$ cat src/rtl/pixel_coord_source_if.sv
// pixel_coord_source_if: paired hcount/vcount AXI-Stream coordinate channels
interface pixel_coord_source_if;
  logic [10:0] hcount_axis_tdata;
  logic        hcount_axis_tvalid;
  logic        hcount_axis_tready;
  logic        hcount_axis_tlast;
  logic [9:0]  vcount_axis_tdata;
  logic        vcount_axis_tvalid;
  logic        vcount_axis_tready;
  modport master (
    output hcount_axis_tdata, hcount_axis_tvalid, hcount_axis_tlast,
    input  hcount_axis_tready,
    output vcount_axis_tdata, vcount_axis_tvalid,
    input  vcount_axis_tready
  );
  modport slave (
    input  hcount_axis_tdata, hcount_axis_tvalid, hcount_axis_tlast,
    output hcount_axis_tready,
    input  vcount_axis_tdata, vcount_axis_tvalid,
    output vcount_axis_tready
  );
endinterface

$ cat src/rtl/pixel_coord_source.sv
// pixel_coord_source: raster-order pixel coordinates on two independent streams.
// PIXEL_SOURCE_CONTINUOUS_EN adds a stop input and free-running frames.
module pixel_coord_source #(
  parameter int H_ACTIVE = 1280,
  parameter int V_ACTIVE = 720
) (
  input  logic aclk,
  input  logic aresetn,
  input  logic start,
`ifdef PIXEL_SOURCE_CONTINUOUS_EN
  input  logic stop,
`endif
  output logic busy,
  output logic frame_done,
  pixel_coord_source_if.master px
);
  typedef enum logic {IDLE, RUN} state_t;
  state_t state, state_d;
  logic [10:0] hcnt;
  logic [9:0]  vcnt;
  logic h_sent, v_sent, run, h_valid, v_valid, h_done, v_done;
  logic pix_done, h_last, v_last, frame_end, leave_run;
  assign run      = state == RUN;
  assign h_valid  = run & ~h_sent;
  assign v_valid  = run & ~v_sent;
  assign h_done   = h_sent | (h_valid & px.hcount_axis_tready);
  assign v_done   = v_sent | (v_valid & px.vcount_axis_tready);
  assign pix_done = run & h_done & v_done;
  assign h_last   = hcnt == 11'(H_ACTIVE - 1);
  assign v_last   = vcnt == 10'(V_ACTIVE - 1);
  assign frame_end = pix_done & h_last & v_last;
`ifdef PIXEL_SOURCE_CONTINUOUS_EN
  assign leave_run = stop;
`else
  assign leave_run = 1'b1;
`endif
  assign busy                  = run;
  assign px.hcount_axis_tdata  = hcnt;
  assign px.hcount_axis_tvalid = h_valid;
  assign px.hcount_axis_tlast  = run & h_last;
  assign px.vcount_axis_tdata  = vcnt;
  assign px.vcount_axis_tvalid = v_valid;
  always_ff @(posedge aclk or negedge aresetn)
    if (!aresetn) state <= IDLE;
    else          state <= state_d;
  // a start coinciding with the previous frame's done pulse is dropped
  always_comb begin
    state_d = state;
    if (state == IDLE)
      state_d = (start && !frame_done) ? RUN : IDLE;
    else if (frame_end && leave_run)
      state_d = IDLE;
  end
  always_ff @(posedge aclk or negedge aresetn)
    if (!aresetn) begin
      hcnt       <= '0;
      vcnt       <= '0;
      h_sent     <= 1'b0;
      v_sent     <= 1'b0;
      frame_done <= 1'b0;
    end else begin
      frame_done <= frame_end;
      if (pix_done) begin
        h_sent <= 1'b0;
        v_sent <= 1'b0;
        hcnt   <= h_last ? '0 : hcnt + 11'd1;
        vcnt   <= h_last ? (v_last ? '0 : vcnt + 10'd1) : vcnt;
      end else if (run) begin
        h_sent <= h_done;
        v_sent <= v_done;
      end
    end
endmodule

$ cat src/flat_wrapper.sv
// flat-port wrapper written by rule: the top's interface ports become plain ports
module pixel_coord_source_flat 
#(
  parameter int H_ACTIVE = 1280,
  parameter int V_ACTIVE = 720
)
  (aclk, aresetn, start, busy, frame_done, px_hcount_axis_tdata, px_hcount_axis_tvalid, px_hcount_axis_tlast, px_hcount_axis_tready, px_vcount_axis_tdata, px_vcount_axis_tvalid, px_vcount_axis_tready);
  pixel_coord_source_if px_i ();
  input  logic aclk;
  input  logic aresetn;
  input  logic start;
  output logic busy;
  output logic frame_done;
  output wire logic [$bits(px_i.hcount_axis_tdata)-1:0] px_hcount_axis_tdata;
  output wire logic [$bits(px_i.hcount_axis_tvalid)-1:0] px_hcount_axis_tvalid;
  output wire logic [$bits(px_i.hcount_axis_tlast)-1:0] px_hcount_axis_tlast;
  input wire logic [$bits(px_i.hcount_axis_tready)-1:0] px_hcount_axis_tready;
  output wire logic [$bits(px_i.vcount_axis_tdata)-1:0] px_vcount_axis_tdata;
  output wire logic [$bits(px_i.vcount_axis_tvalid)-1:0] px_vcount_axis_tvalid;
  input wire logic [$bits(px_i.vcount_axis_tready)-1:0] px_vcount_axis_tready;
  assign px_hcount_axis_tdata = px_i.hcount_axis_tdata;
  assign px_hcount_axis_tvalid = px_i.hcount_axis_tvalid;
  assign px_hcount_axis_tlast = px_i.hcount_axis_tlast;
  assign px_i.hcount_axis_tready = px_hcount_axis_tready;
  assign px_vcount_axis_tdata = px_i.vcount_axis_tdata;
  assign px_vcount_axis_tvalid = px_i.vcount_axis_tvalid;
  assign px_i.vcount_axis_tready = px_vcount_axis_tready;
  pixel_coord_source #(.H_ACTIVE(H_ACTIVE), .V_ACTIVE(V_ACTIVE)) u_core (.aclk(aclk), .aresetn(aresetn), .start(start), .busy(busy), .frame_done(frame_done), .px(px_i));
endmodule
$ cat config.mk
export PLATFORM = sky130hd
export DESIGN_NAME = pixel_coord_source_flat
export DESIGN_NICKNAME = d
export VERILOG_FILES = /design/src/rtl/pixel_coord_source_if.sv /design/src/rtl/pixel_coord_source.sv /design/src/flat_wrapper.sv
export SDC_FILE = /design/constraint.sdc
export NUM_CORES = 1
export LEC_CHECK = 0
export ABC_AREA = 1
export BUFFER_PORTS_ARGS = -buffer_cell sky130_fd_sc_hd__buf_2
export CAP_MARGIN = 20
export CELL_PAD_IN_SITES_DETAIL_PLACEMENT = 1
export CELL_PAD_IN_SITES_GLOBAL_PLACEMENT = 2
export CORE_ASPECT_RATIO = 1.4
export CORE_UTILIZATION = 30
export DETAILED_ROUTE_END_ITERATION = 12
export GPL_TIMING_DRIVEN = 0
export PLACE_DENSITY_LB_ADDON = 0.1
export SLEW_MARGIN = 5
export SYNTH_ARGS = -nofsm -noshare
export SYNTH_HDL_FRONTEND = slang
export SYNTH_SLANG_ARGS = --single-unit
export TNS_END_PERCENT = 20
$ cat constraint.sdc
create_clock -name aclk -period 1.8 [get_ports aclk]
set_input_delay 0.27 -clock aclk [delete_from_list [all_inputs] [get_ports aclk]]
set_output_delay 0.27 -clock aclk [all_outputs]
set_load 0.05 [all_outputs]
==> results by group <==
Drt
  – WL/cell: 13.3 µm
  – Via count: 1,451
  – Drt total wl: 4040 µm
  – Drt pass-1 iters: 4
  – DRC: 0
  – Antenna Nets Post-Route: 0
  – Via density: 4.77
  – Iter 0 DRT Violations: 45

Clock network
  – Clk buf depth: 2
  – Hold Buf Count CTS: 0
  – CTS sink count: 25
  – Worst-Skew Late Latency: 0.27 ns
  – CTS Buf Count: 3
  – Root Buffer: clkbuf_8
  – CTS tree: done
  – H-Tree Depth: 1
  – Clk slew on worst S/H paths: approximately 0.10 ns

Setup path
  – Slowest-stage cell, CP: dfrtp_2
  – Worst Reg-to-Reg Cells: 6
  – CP endpoint kind: output pin
  – CP delay by family, top: flip-flops
  – R2r setup slk: about 0.20 ns
  – Worst setup SP type: flip-flop
  – Critical Path Source: u_core.px.hcount_axis_tdata[1]
  – List of cells traversed by the critical path: ha_4, nand3_4, nor2_4, inv_2, nor4_4, buf_6
  – Critical Path AT: 1.46 ns
  – RR Endpoint: u_core.px.vcount_axis_tdata[3]
  – Worst path bufs/invs: 2
  – Required time worst endpoint: 1.53 ns
  – CP max FO: 4
  – Max incr delay on CP: ~0.40 ns
  – Critical path type: flip-flop to output pin
  – R2R Path Start: u_core.px.vcount_axis_tdata[0]

Timing
  – Final min period: 1.73 ns
  – Slew margin rel.: 59.3%
  – RSZ-0062 raised after global routing: true
  – Count of final setup violators: 0
  – Worst Hold Slack: -0.00511 ns
  – Final worst slack: between 0.07 and 0.08 ns
  – Final Skew: 0.00758 ns
  – Worst-Margin Slew: 0.611 ns
  – F_max: 580 MHz
  – Max-slew violation count: 0
  – Final period utilization: 95.8%
  – Final Hold Fails: 10
  – Setup TNS: 0 ns

Synth
  – Syn_nets: 211
  – Synthesis warning total: 0
  – Netlist cell types: 24
  – Register area share after synthesis: 42.2%
  – Seq cells post-synth: 25
  – Mean Syn Cell Area: 7.26 µm²
  – Mapped Area: 1480 µm²
  – Synthesized instance count: 204

Global route
  – Largest net degree at the start of global routing: 26
  – Initial antenna violation count: 0
  – First-pass GRT wire length: 6980 µm
  – GRT Util Overall: 17.6%
  – Vias in the first global route: 1,540
  – Grt total ovfl: 0

Layout
  – Share of post-route cells with drive strength above 1: 28.1%
  – Area Overhead vs Synth: 24.7%
  – Fill cell count: 615
  – # nets final: 250
  – Antenna Cells: 0

Floorplanning
  – Rows: 29
  – Die H: 85.1 µm
  – Die Area: around 5200 µm²
  – Starting Density: a little under a third
  – Core region area: 4640 µm²
  – I/O pin count: 31
  – Chip width: 61.4 µm

Status
  – Failing checks: hold timing
  – Status: complete, but fails checks

Power and ir drop
  – Pwr Total: 1.99 mW
  – Cell Pwr Density: roughly 1100 nW/µm²
  – Leakage: 0.937 nW
  – Maximum VDD drop: ~0.37 mV

Placed design
  – I/O Buffers: 30
  – Hpwl dp: between 3000 and 4000 µm
  – Gp weighted congestion: just over 0.8
  – Post-Place Setup Slack: roughly 0.15 ns

Hold path
  – Worst Hold Class: input pin to async pin

Flow run
  – Max-cap violations: 0
## layout make-up
class | instances | area (µm²) | area share [%]
well taps | 62 | 77.6 | 4.20
multi-input cells | 152 | 795 | 43.0
inverters | 26 | 97.6 | 5.28
repair buffers | 34 | 186 | 10.1
clock inverters | 1 | 5.00 | 0.271
plain buffers | 1 | 11.3 | 0.610
clock buffers | 3 | 41.3 | 2.24
flip-flops and latches | 25 | 633 | 34.3
## synthesized netlist by cell type
cell type | n | share of area (%)
xor2_1 | 4 | 2.4
o21ai_0 | 3 | 1.0
inv_1 | 22 | 5.6
nand4_1 | 6 | 2.5
nand3_2 | 2 | 1.4
ha_1 | 2 | 1.7
nor3_2 | 1 | 0.68
nand3b_1 | 2 | 1.0
nor2_2 | 2 | 0.84
xnor2_1 | 1 | 0.59
or2_2 | 1 | 0.42
nand2_2 | 2 | 0.84
nor4_1 | 1 | 0.42
nand2_4 | 1 | 0.76
nor2_1 | 30 | 7.6
nor2_4 | 4 | 3.0
nand2_1 | 65 | 16
nand3_1 | 15 | 5.1
nor3_1 | 3 | 1.0
buf_6 | 1 | 0.76
o21bai_1 | 2 | 1.0
dfrtp_1 | 25 | 42
inv_2 | 4 | 1.0
a21oi_1 | 5 | 1.7
## worst max path at each step
| stage | cells past startpoint | to | slack [ns] |
|---|---|---|---|
| after floorplan | 5 | px_hcount_axis_tlast | -0.11 |
| after global placement | 6 | px_hcount_axis_tlast | 0.17 |
| after detailed placement | 6 | px_hcount_axis_tlast | 0.15 |
| after CTS | 6 | px_hcount_axis_tlast | 0.02 |
| after global routing | 6 | px_hcount_axis_tlast | -0.004 |
| final | 6 | px_hcount_axis_tlast | 0.07 |
## metrics by stage
| step | util [%] | instance area (µm²) | hold slack [ns] | instances |
|---|---|---|---|---|
| after global placement | 38.0 | 1760 | 0.315 | 296 |
| after detailed placement | 38.0 | 1760 | 0.328 | 296 |
| after floorplan | - | 1540 | -0.0256 | 204 |
| after global routing | 39.8 | 1850 | 0.0355 | 304 |
| final | 39.8 | 1850 | -0.00511 | 304 |
| after CTS | 39.6 | 1840 | 0.0162 | 303 |
## cells in the final DEF (no fill, tap or decap), types with 2 or more instances in the layout
| cell type | count |
|---|---|
| buf_4 | 4 |
| nand3_1 | 14 |
| inv_2 | 6 |
| nand3_2 | 2 |
| nand3b_1 | 2 |
| nor2_4 | 5 |
| buf_2 | 29 |
| nor2_1 | 29 |
| o21bai_1 | 2 |
| xor2_1 | 4 |
| nand2_1 | 65 |
| buf_6 | 2 |
| clkbuf_8 | 3 |
| o21ai_0 | 3 |
| nand4_1 | 6 |
| nor2_2 | 2 |
| nand2_2 | 2 |
| nor3_1 | 3 |
| a21oi_1 | 5 |
| dfrtp_1 | 19 |
| inv_1 | 20 |
| dfrtp_2 | 6 |
## registers in the layout (all words and copies together) (netlist names)
signal	flops
u_core.px.hcount_axis_tdata	11
u_core.px.vcount_axis_tdata	10
u_core.busy	1
u_core.frame_done	1
u_core.h_sent	1
u_core.v_sent	1
## worst reg2reg max path: cells and delay by family (launching register included)
kind / cells / cell delay [ns]
simple gates: 4 / 0.69
flops: 1 / 0.42
fa+ha+maj: 1 / 0.21
buf+inv: 1 / 0.19
## per-layer routing
layer / part of all wire (%) / GRT usage, % / vias to the layer above
met2: 57 / 33.5 / 22
met3: 1.9 / 1.83 / 6
met5: 0 / 0 / -
met1: 40 / 19.3 / 709
li1: - / - / 714
met4: 1.8 / 5.45 / 0
## kinds of logic after synthesis
family | Yosys count | share of synthesized area (%)
and+or+nand+nor | 135 | 42.1
buffers and inverters | 27 | 7.35
DFF | 25 | 42.2
AOI/OAI and AO/OA | 10 | 3.72
xor gates and xnor gates | 5 | 2.96
adders and majority gates | 2 | 1.69
## what timing repair did
action / in CTS / in global routing
gates resized for setup: 2 / 1
pin swaps: 2 / 1
endpoints found under the setup margin: 1 / 1
buffers inserted: 3 / 1
## power by group
part,internal [mW],total (mW),switching (mW)
clock,0.155,0.344,0.189
sequential,0.672,0.811,0.140
combinational,0.227,0.834,0.608
total,1.05,1.99,0.936
No activity file was read; power rests on OpenSTA's default activity.
